**src/rtl/pipe_stage_reg.sv**
```systemverilog
// pipe_stage_reg
//   Valid/ready pipeline register with an optional skid entry, flush and
//   freeze controls, and a saturating count of entries discarded by flush.
//
//   Parameters
//     DATA_W    payload width (1..512)
//     SKID      1: two entries (head + skid), full throughput with registered
//               in_ready; 0: single register, in_ready looks at out_ready
//     FLUSH_VAL value held in the data registers after reset or flush
//
//   Ports
//     clk        clock, all state changes on its rising edge
//     rst        synchronous reset, active low
//     flush      discard all held entries this cycle (beats freeze)
//     freeze     hold all state, accept nothing, emit nothing
//     in_valid   / in_ready / in_data     upstream handshake
//     out_valid  / out_ready / out_data   downstream handshake (head entry)
//     occupancy  number of held entries (0..2)
//     flush_cnt  saturating count of valid entries discarded by flush
module pipe_stage_reg #(
  parameter int unsigned         DATA_W    = 128,
  parameter int unsigned         SKID      = 1,
  parameter logic [DATA_W-1:0]   FLUSH_VAL = '0
) (
  input  logic              clk,
  input  logic              rst,
  input  logic              flush,
  input  logic              freeze,
  input  logic              in_valid,
  output logic              in_ready,
  input  logic [DATA_W-1:0] in_data,
  output logic              out_valid,
  input  logic              out_ready,
  output logic [DATA_W-1:0] out_data,
  output logic [1:0]        occupancy,
  output logic [15:0]       flush_cnt
);

  typedef enum logic [1:0] {
    ST_EMPTY = 2'd0,
    ST_ONE   = 2'd1,
    ST_TWO   = 2'd2
  } state_t;

  state_t            state_q,     state_d;
  logic [DATA_W-1:0] head_q,      head_d;
  logic [DATA_W-1:0] skid_q,      skid_d;
  logic [15:0]       flush_cnt_q, flush_cnt_d;

  logic        active;
  logic        push;
  logic        pop;
  logic [1:0]  occ_raw;
  logic [16:0] flush_sum;

  // The state encoding doubles as the entry count.
  assign occ_raw = state_q;

  // Handshakes are only live when the block is out of reset and neither
  // flushing nor frozen.
  assign active    = rst & ~freeze & ~flush;
  assign out_valid = (state_q != ST_EMPTY) & active;

  generate
    if (SKID != 0) begin : g_skid
      // Registered-state decode only: no combinational path from out_ready.
      assign in_ready = (state_q != ST_TWO) & active;
    end else begin : g_noskid
      // Without a skid entry a full register can only accept when it is
      // emptied in the same cycle.
      assign in_ready = ((state_q == ST_EMPTY) | out_ready) & active;
    end
  endgenerate

  assign push = in_valid & in_ready;
  assign pop  = out_valid & out_ready;

  assign occupancy = rst ? occ_raw : 2'd0;
  assign out_data  = rst ? head_q  : FLUSH_VAL;
  assign flush_cnt = flush_cnt_q;

  assign flush_sum = {1'b0, flush_cnt_q} + {15'd0, occ_raw};

  always_comb begin
    state_d     = state_q;
    head_d      = head_q;
    skid_d      = skid_q;
    flush_cnt_d = flush_cnt_q;

    if (flush) begin
      state_d     = ST_EMPTY;
      head_d      = FLUSH_VAL;
      skid_d      = FLUSH_VAL;
      flush_cnt_d = flush_sum[16] ? 16'hFFFF : flush_sum[15:0];
    end else begin
      // freeze needs no branch: it forces push and pop low, so state holds.
      case (state_q)
        ST_EMPTY: begin
          if (push) begin
            state_d = ST_ONE;
            head_d  = in_data;
          end
        end
        ST_ONE: begin
          if (push && pop) begin
            head_d = in_data;
          end else if (push) begin
            // Only reachable with a skid entry; without one, push in ONE
            // always coincides with pop.
            if (SKID != 0) begin
              state_d = ST_TWO;
              skid_d  = in_data;
            end
          end else if (pop) begin
            state_d = ST_EMPTY;
          end
        end
        ST_TWO: begin
          if (pop) begin
            state_d = ST_ONE;
            head_d  = skid_q;
          end
        end
        default: begin
          state_d = ST_EMPTY;
        end
      endcase
    end
  end

  always_ff @(posedge clk) begin
    if (!rst) begin
      state_q     <= ST_EMPTY;
      head_q      <= FLUSH_VAL;
      skid_q      <= FLUSH_VAL;
      flush_cnt_q <= 16'd0;
    end else begin
      state_q     <= state_d;
      head_q      <= head_d;
      skid_q      <= skid_d;
      flush_cnt_q <= flush_cnt_d;
    end
  end

endmodule

```
**config.mk**
```make
export PLATFORM = sky130hd
export DESIGN_NAME = pipe_stage_reg
export DESIGN_NICKNAME = d
export VERILOG_FILES = /design/src/rtl/pipe_stage_reg.sv
export SDC_FILE = /design/constraint.sdc
export NUM_CORES = 1
export LEC_CHECK = 0
export ABC_CLOCK_PERIOD_IN_PS = 6700
export CORE_MARGIN = 1.5
export CORE_UTILIZATION = 60
export CTS_BUF_LIST = sky130_fd_sc_hd__clkbuf_16
export DETAILED_ROUTE_END_ITERATION = 12
export DONT_BUFFER_PORTS = 1
export PLACE_DENSITY = 0.79
export SLEW_MARGIN = 20
export SYNTH_ARGS = -nofsm -noshare
export SYNTH_HDL_FRONTEND = slang
export SYNTH_SLANG_ARGS = --single-unit
export TNS_END_PERCENT = 100
```
**constraint.sdc**
```tcl
create_clock -name clk -period 6.7 [get_ports clk]
set_input_delay 2.01 -clock clk [delete_from_list [all_inputs] [get_ports clk]]
set_output_delay 2.01 -clock clk [all_outputs]
set_load 0.01 [all_outputs]
```
After elaboration in Yosys (flattened, before gate mapping)

Index checks and enable logic that the tools add are counted.
Widths: inputs -> output; s select.

Add/sub/neg operators: 1
Equality and inequality tests: 8
Multiplexer cells: 13
Bitwise logic cells: 10
Reductions and logical operators: 8

Operators with widths:

| kind               | number |
|---|---|
| $mux 128           | 4 |
| $pmux 128 s3       | 1 |
| $add 16x2->17      | 1 |
| $mux 16            | 1 |
| $mux 2             | 6 |
| $ne 2x2->1 const B | 5 |
| $reduce_and 4->1   | 2 |
| $and 1x1->1        | 6 |
| $pmux 2 s3         | 1 |
| $not 1->1          | 4 |
| $ne 3x3->1 const B | 1 |
| $reduce_and 3->1   | 1 |
| $reduce_bool 3->1  | 1 |
| $eq 2x1->1 const B | 1 |
| $eq 2x2->1 const B | 1 |
| $logic_not 2->1    | 1 |
| $reduce_bool 2->1  | 1 |
| $reduce_or 2->1    | 1 |
| $logic_and 1x1->1  | 1 |

Register bits after elaboration: 274
Input bits: 134

Longest topological paths before layout

Depth in word-level cells: 9
Mapped depth: 8
Gate-level depth less buffers: 7

Worst setup path after synthesis

OpenSTA, ideal clock, no wires.

Path kind: input to output
Start: in flush
End: out in_ready
Arrival: 3.025 ns
Slack: 1.665 ns
Cell stages on the path: 5
Buffers on the path: 3
Cell sequence: buf_2 -> nand2b_1 -> buf_2 -> buf_1 -> nor3_1

Longest elaborated chain between the ends: 3

Ends and longest elaborated chain:

| item        | RTL line | source |
|---|---|---|
| from (decl) | 27       | `input logic flush,` |
| $not 1->1   | 61       | `assign active = rst & ~freeze & ~flush;` |
| $and 1x1->1 | 61       |  |
| $and 1x1->1 | 67       | `assign in_ready = (state_q != ST_TWO) & active;` |
| to (decl)   | 30       | `output logic in_ready,` |

Every way passes these cells.

Worst setup path in the final report

Same ends and word-level chain as after synthesis.

==> flow_results.org <==
** Drt
- Remaining number of nets flagged by the antenna check after routing :: 0
- In the final routed layout, each cell accounts on average for 18.94 microns.
- Summing over every cut layer, the via total after detailed routing is 9659.
- Before antenna repair, the detailed router went through 4 iterations.
- The first routing iteration left 564 violations.
- Using the TritonRoute via totals, the vias-per-cell ratio works out to 6.026.
- Drc violations :: 0
- The routed design has 30.36 mm of wire.

** Synthesis
- The number of nets handed over by synthesis was 1534.
- Counting flops with an async set or reset pin after synthesis yields a share of 0%.
- Most frequently used cell type in the post-synthesis netlist :: sky130_fd_sc_hd__dfxtp_1
- Number of standard cells after synthesis :: 1397
- Summed over all instances, the cell type with the most area after synthesis is sky130_fd_sc_hd__dfxtp_1.
- The most used flip-flop cell after synthesis is sky130_fd_sc_hd__dfxtp_1.
- The share of synthesized area in the top cell type comes to 43.66%.
- Counting flops and latches in the post-synthesis netlist gives 274.
- Register area share after synthesis :: 43.66%
- Counting distinct cell types in the post-synthesis netlist gives 40.
- The cell area that synthesis handed to floorplanning was 0.01256 sq mm.
- The synthesized design contains 0 enable-type register cells.
- Top area cells in the synthesized netlist :: sky130_fd_sc_hd__dfxtp_1, sky130_fd_sc_hd__a211oi_2, sky130_fd_sc_hd__a21oi_1, sky130_fd_sc_hd__mux2i_1, sky130_fd_sc_hd__nand2_1
- The commonest cells after synthesis are sky130_fd_sc_hd__dfxtp_1, sky130_fd_sc_hd__a21oi_1, sky130_fd_sc_hd__nand2_1.
- Post-synthesis average cell area :: 8.994 sq um
- Number of warnings issued by yosys :: 0

** CTS
- Clock slew at reported path FFs :: 0.06 ns
- Gates resized, CTS repair :: 0
- Sinks on the clock net :: 274
- Root buffer cell :: sky130_fd_sc_hd__clkbuf_16
- TritonCTS Buffers :: 29
- Total of hold buffers inserted after clock tree synthesis :: 0
- For the worst-skew pair, the clock arrives at the later sink with an insertion delay of 0.54 ns.
- Maximum clock insertion buffer count :: 3
- The number of setup buffers added after CTS is 0.
- Htree depth :: 1
- TritonCTS built the clock tree.

** Worst hold path
- The worst hold path terminates at skid_q[83]$_SDFFE_PP0P_.
- The worst hold path begins at skid_q[83]$_SDFFE_PP0P_.
- Along the worst hold path, the cell count comes to 2.
- In this run the worst hold path is classified as reg -> reg.

** STA
- The count of endpoints failing hold in the final timing report was 0.
- Static timing analysis puts the maximum clock frequency at 202.6 MHz.
- Setup violations remaining at the end of the flow were counted as 0.
- Post-route setup TNS :: 0 ns
- Clock Skew :: 0.007052 ns
- RSZ-0062 raised after global routing :: false
- After layout, the worst path uses 73.68% of the clock period.
- Setup slack closes at 1.763 ns.
- Count of pins over their slew limit :: 0
- Headroom to the max-slew limit came out at 28.54%.
- Worst Tran Pin Value :: 1.072 ns
- The clock period could shrink to 4.937 ns.

** Floorplanning
- The die is 147.7 microns wide.
- IO Count :: 282
- Std-Cell Rows :: 52
- The region available for standard cell placement spans 0.02036 sq mm.
- The initial utilization of the core area, before any placement, comes to 61.70%.
- Chip height :: 147.7 microns
- The die covers 0.02182 sq mm.

** Final layout
- After the last flow step, the layout net total stands at 1447.
- Fill cells :: 1618
- Layout overhead on the synthesized area :: 5.636%
- Of the cells placed in the final design, the portion with a size suffix greater than 1 is 12.75%.
- The repair_antennas step left the layout with diodes totalling 0.
- Number of non-filler instances in the completed layout :: 1603
- Once layout is done, the placed cells without fillers occupy 0.01327 sq mm.

** Global routing
- GR Util All Layers :: 26.75%
- The number of global-route vias before repair was 9165.
- After global routing the overflow that remains totals 0.
- Entering global routing, the biggest net connects 133 pins.
- Global-route wire length before repair :: 48.30 mm
- Initial antenna violation count :: 0

** Placed design
- Post-DP Area :: 0.01243 sq mm
- Detailed placement finished with a half-perimeter wire length of 17.99 mm.
- Placer's final routability congestion estimate :: 0.8047
- Number of buffer cells added on primary ports :: 0
- OpenSTA, run right after detailed placement, puts the worst setup slack at 1.768 ns.
- In this run, placement finished with an instance count of 1549.

** Critical path
- Largest fanout on the critical path :: 42
- CP max stage cell :: sky130_fd_sc_hd__nor3_1
- Kind of launch point of the worst setup path :: primary input
- R2R Path End :: head_q[35]$_SDFFE_PP0P_
- Register-to-Register Path Depth :: 5
- The critical path is of the in -> out type.
- The critical path contains buffers and inverters numbering 0 combined.
- Critical path's top delay family :: simple AND/OR/NAND/NOR gates
- STA classifies the critical path endpoint as an output port.
- For this run, the slowest stage of the critical path takes 0.52 ns.
- Worst reg2reg setup slack :: 3.71 ns
- The critical path goes through nand2b_4, nor3_1.
- Endpoint arrival time on the critical path :: 2.93 ns
- Origin of the critical flop-to-flop path :: occ_raw[1]$_SDFFE_PP0P_
- STA puts the critical path data required time at 4.69 ns.

** Power and ir drop
- Power density of the placed cells :: 241.9 mW/mm^2
- Across the VDD grid, the largest voltage drop is 224.1 uV.
- For this design the static power due to leakage is 4.961 nW.
- Total power for the finished layout comes to 3.211 mW.

** Outcome
- The flow ran to the end, and the final reports show no timing, DRC or antenna violations.

** Flow run
- Max_cap viols :: 0
logic make-up (layout without fill, tap and decap cells):
| logic type | after synthesis | in the layout | synth area share [%] |
|---|---|---|---|
| AND/OR/NAND/NOR | 431 | 431 | 16.22 |
| AO/OA/AOI/OAI | 413 | 413 | 23.58 |
| flip-flops | 274 | 274 | 43.66 |
| buffers and inverters | 137 | 73 | 5.198 |
| multiplexers | 130 | 130 | 10.36 |
| XOR/XNOR | 9 | 9 | 0.6274 |
| adder cells (fa/ha/maj) | 3 | 3 | 0.3585 |
report_power, final:
group          leakage, nW  total, mW  switching [mW]  internal [mW]
Clock                0.454       1.41           0.629          0.782
Combinational         2.30      0.152           0.109         0.0436
Sequential            2.21       1.65         0.00663           1.64
Total                 4.96       3.21           0.745           2.47
per-layer routing:
metal  track usage [%]  routed length, microns  part of all wire, %
met5                 0                       0                    0
met4             9.500                     996                  3.3
met2             43.60                   14360                   47
met1             33.41                   12170                   40
met3             8.272                    2824                  9.3
registers in the layout, indices dropped and copies added, names as in the netlist:
name and cells:
flush_cnt 16, head_q 128, skid_q 128, occ_raw 2
placed cells by master, fill, tap and decap left out, types with 2 or more instances in the layout:
cell,Yosys,final
sky130_fd_sc_hd__nand3_1,5,5
sky130_fd_sc_hd__or2_2,2,2
sky130_fd_sc_hd__o21ai_0,4,4
sky130_fd_sc_hd__xnor2_1,8,8
sky130_fd_sc_hd__dfxtp_1,274,274
sky130_fd_sc_hd__buf_12,0,2
sky130_fd_sc_hd__clkinv_1,1,7
sky130_fd_sc_hd__or3_1,2,2
sky130_fd_sc_hd__nand2_1,262,262
sky130_fd_sc_hd__nor2_1,6,6
sky130_fd_sc_hd__buf_4,18,11
sky130_fd_sc_hd__nand2b_4,0,2
sky130_fd_sc_hd__inv_1,5,16
sky130_fd_sc_hd__nor2b_1,4,4
sky130_fd_sc_hd__ha_1,2,2
sky130_fd_sc_hd__mux2i_1,130,130
sky130_fd_sc_hd__a211oi_2,110,110
sky130_fd_sc_hd__clkinv_2,0,5
sky130_fd_sc_hd__clkbuf_16,0,29
sky130_fd_sc_hd__a211oi_1,20,20
sky130_fd_sc_hd__and2_1,130,129
sky130_fd_sc_hd__nor4_1,4,4
sky130_fd_sc_hd__a21oi_1,272,272
sky130_fd_sc_hd__a31oi_1,2,2
sky130_fd_sc_hd__inv_6,0,2
sky130_fd_sc_hd__nor3_1,5,5
worst register-to-register path, stage by stage, from the launching register on:
cell                       delay (ns)
sky130_fd_sc_hd__dfxtp_1         0.50
sky130_fd_sc_hd__nor2b_1         0.25
sky130_fd_sc_hd__a32o_4          0.66
sky130_fd_sc_hd__and2_4          0.73
sky130_fd_sc_hd__buf_12          0.43
sky130_fd_sc_hd__a211oi_2        0.27
worst max-delay path by stage:
| stage | end | from | depth (start not counted) | slack [ns] |
|---|---|---|---|---|
| 6_report | in_ready | flush | 2 | 1.76 |
| 5_1_grt | in_ready | flush | 2 | 1.68 |
| 4_1_cts | in_ready | flush | 2 | 1.77 |
| 3_5_place_dp | in_ready | flush | 2 | 1.77 |
| 3_3_place_gp | in_ready | flush | 2 | 1.80 |
| 2_1_floorplan | in_ready | flush | 5 | 1.66 |
through the flow:
stage          utilization, %  hold WS (ns)
3_3_place_gp            61.05        0.4405
2_1_floorplan               -        0.4357
5_1_grt                 65.18        0.4669
3_5_place_dp            61.05        0.4458
4_1_cts                 65.18        0.4539
6_report                65.18        0.4528
final cells by class:
cell class / count / area (sq um) / area share, %
clock inverters: 25 / 113.9 / 0.8578
flip-flops and latches: 274 / 5485 / 41.33
clock buffers: 29 / 725.7 / 5.468
inverters: 6 / 22.52 / 0.1697
repair buffers: 13 / 122.6 / 0.9238
multi-input cells: 986 / 6465 / 48.71
well taps: 270 / 337.8 / 2.545
No activity file was read; power rests on OpenSTA's default activity.
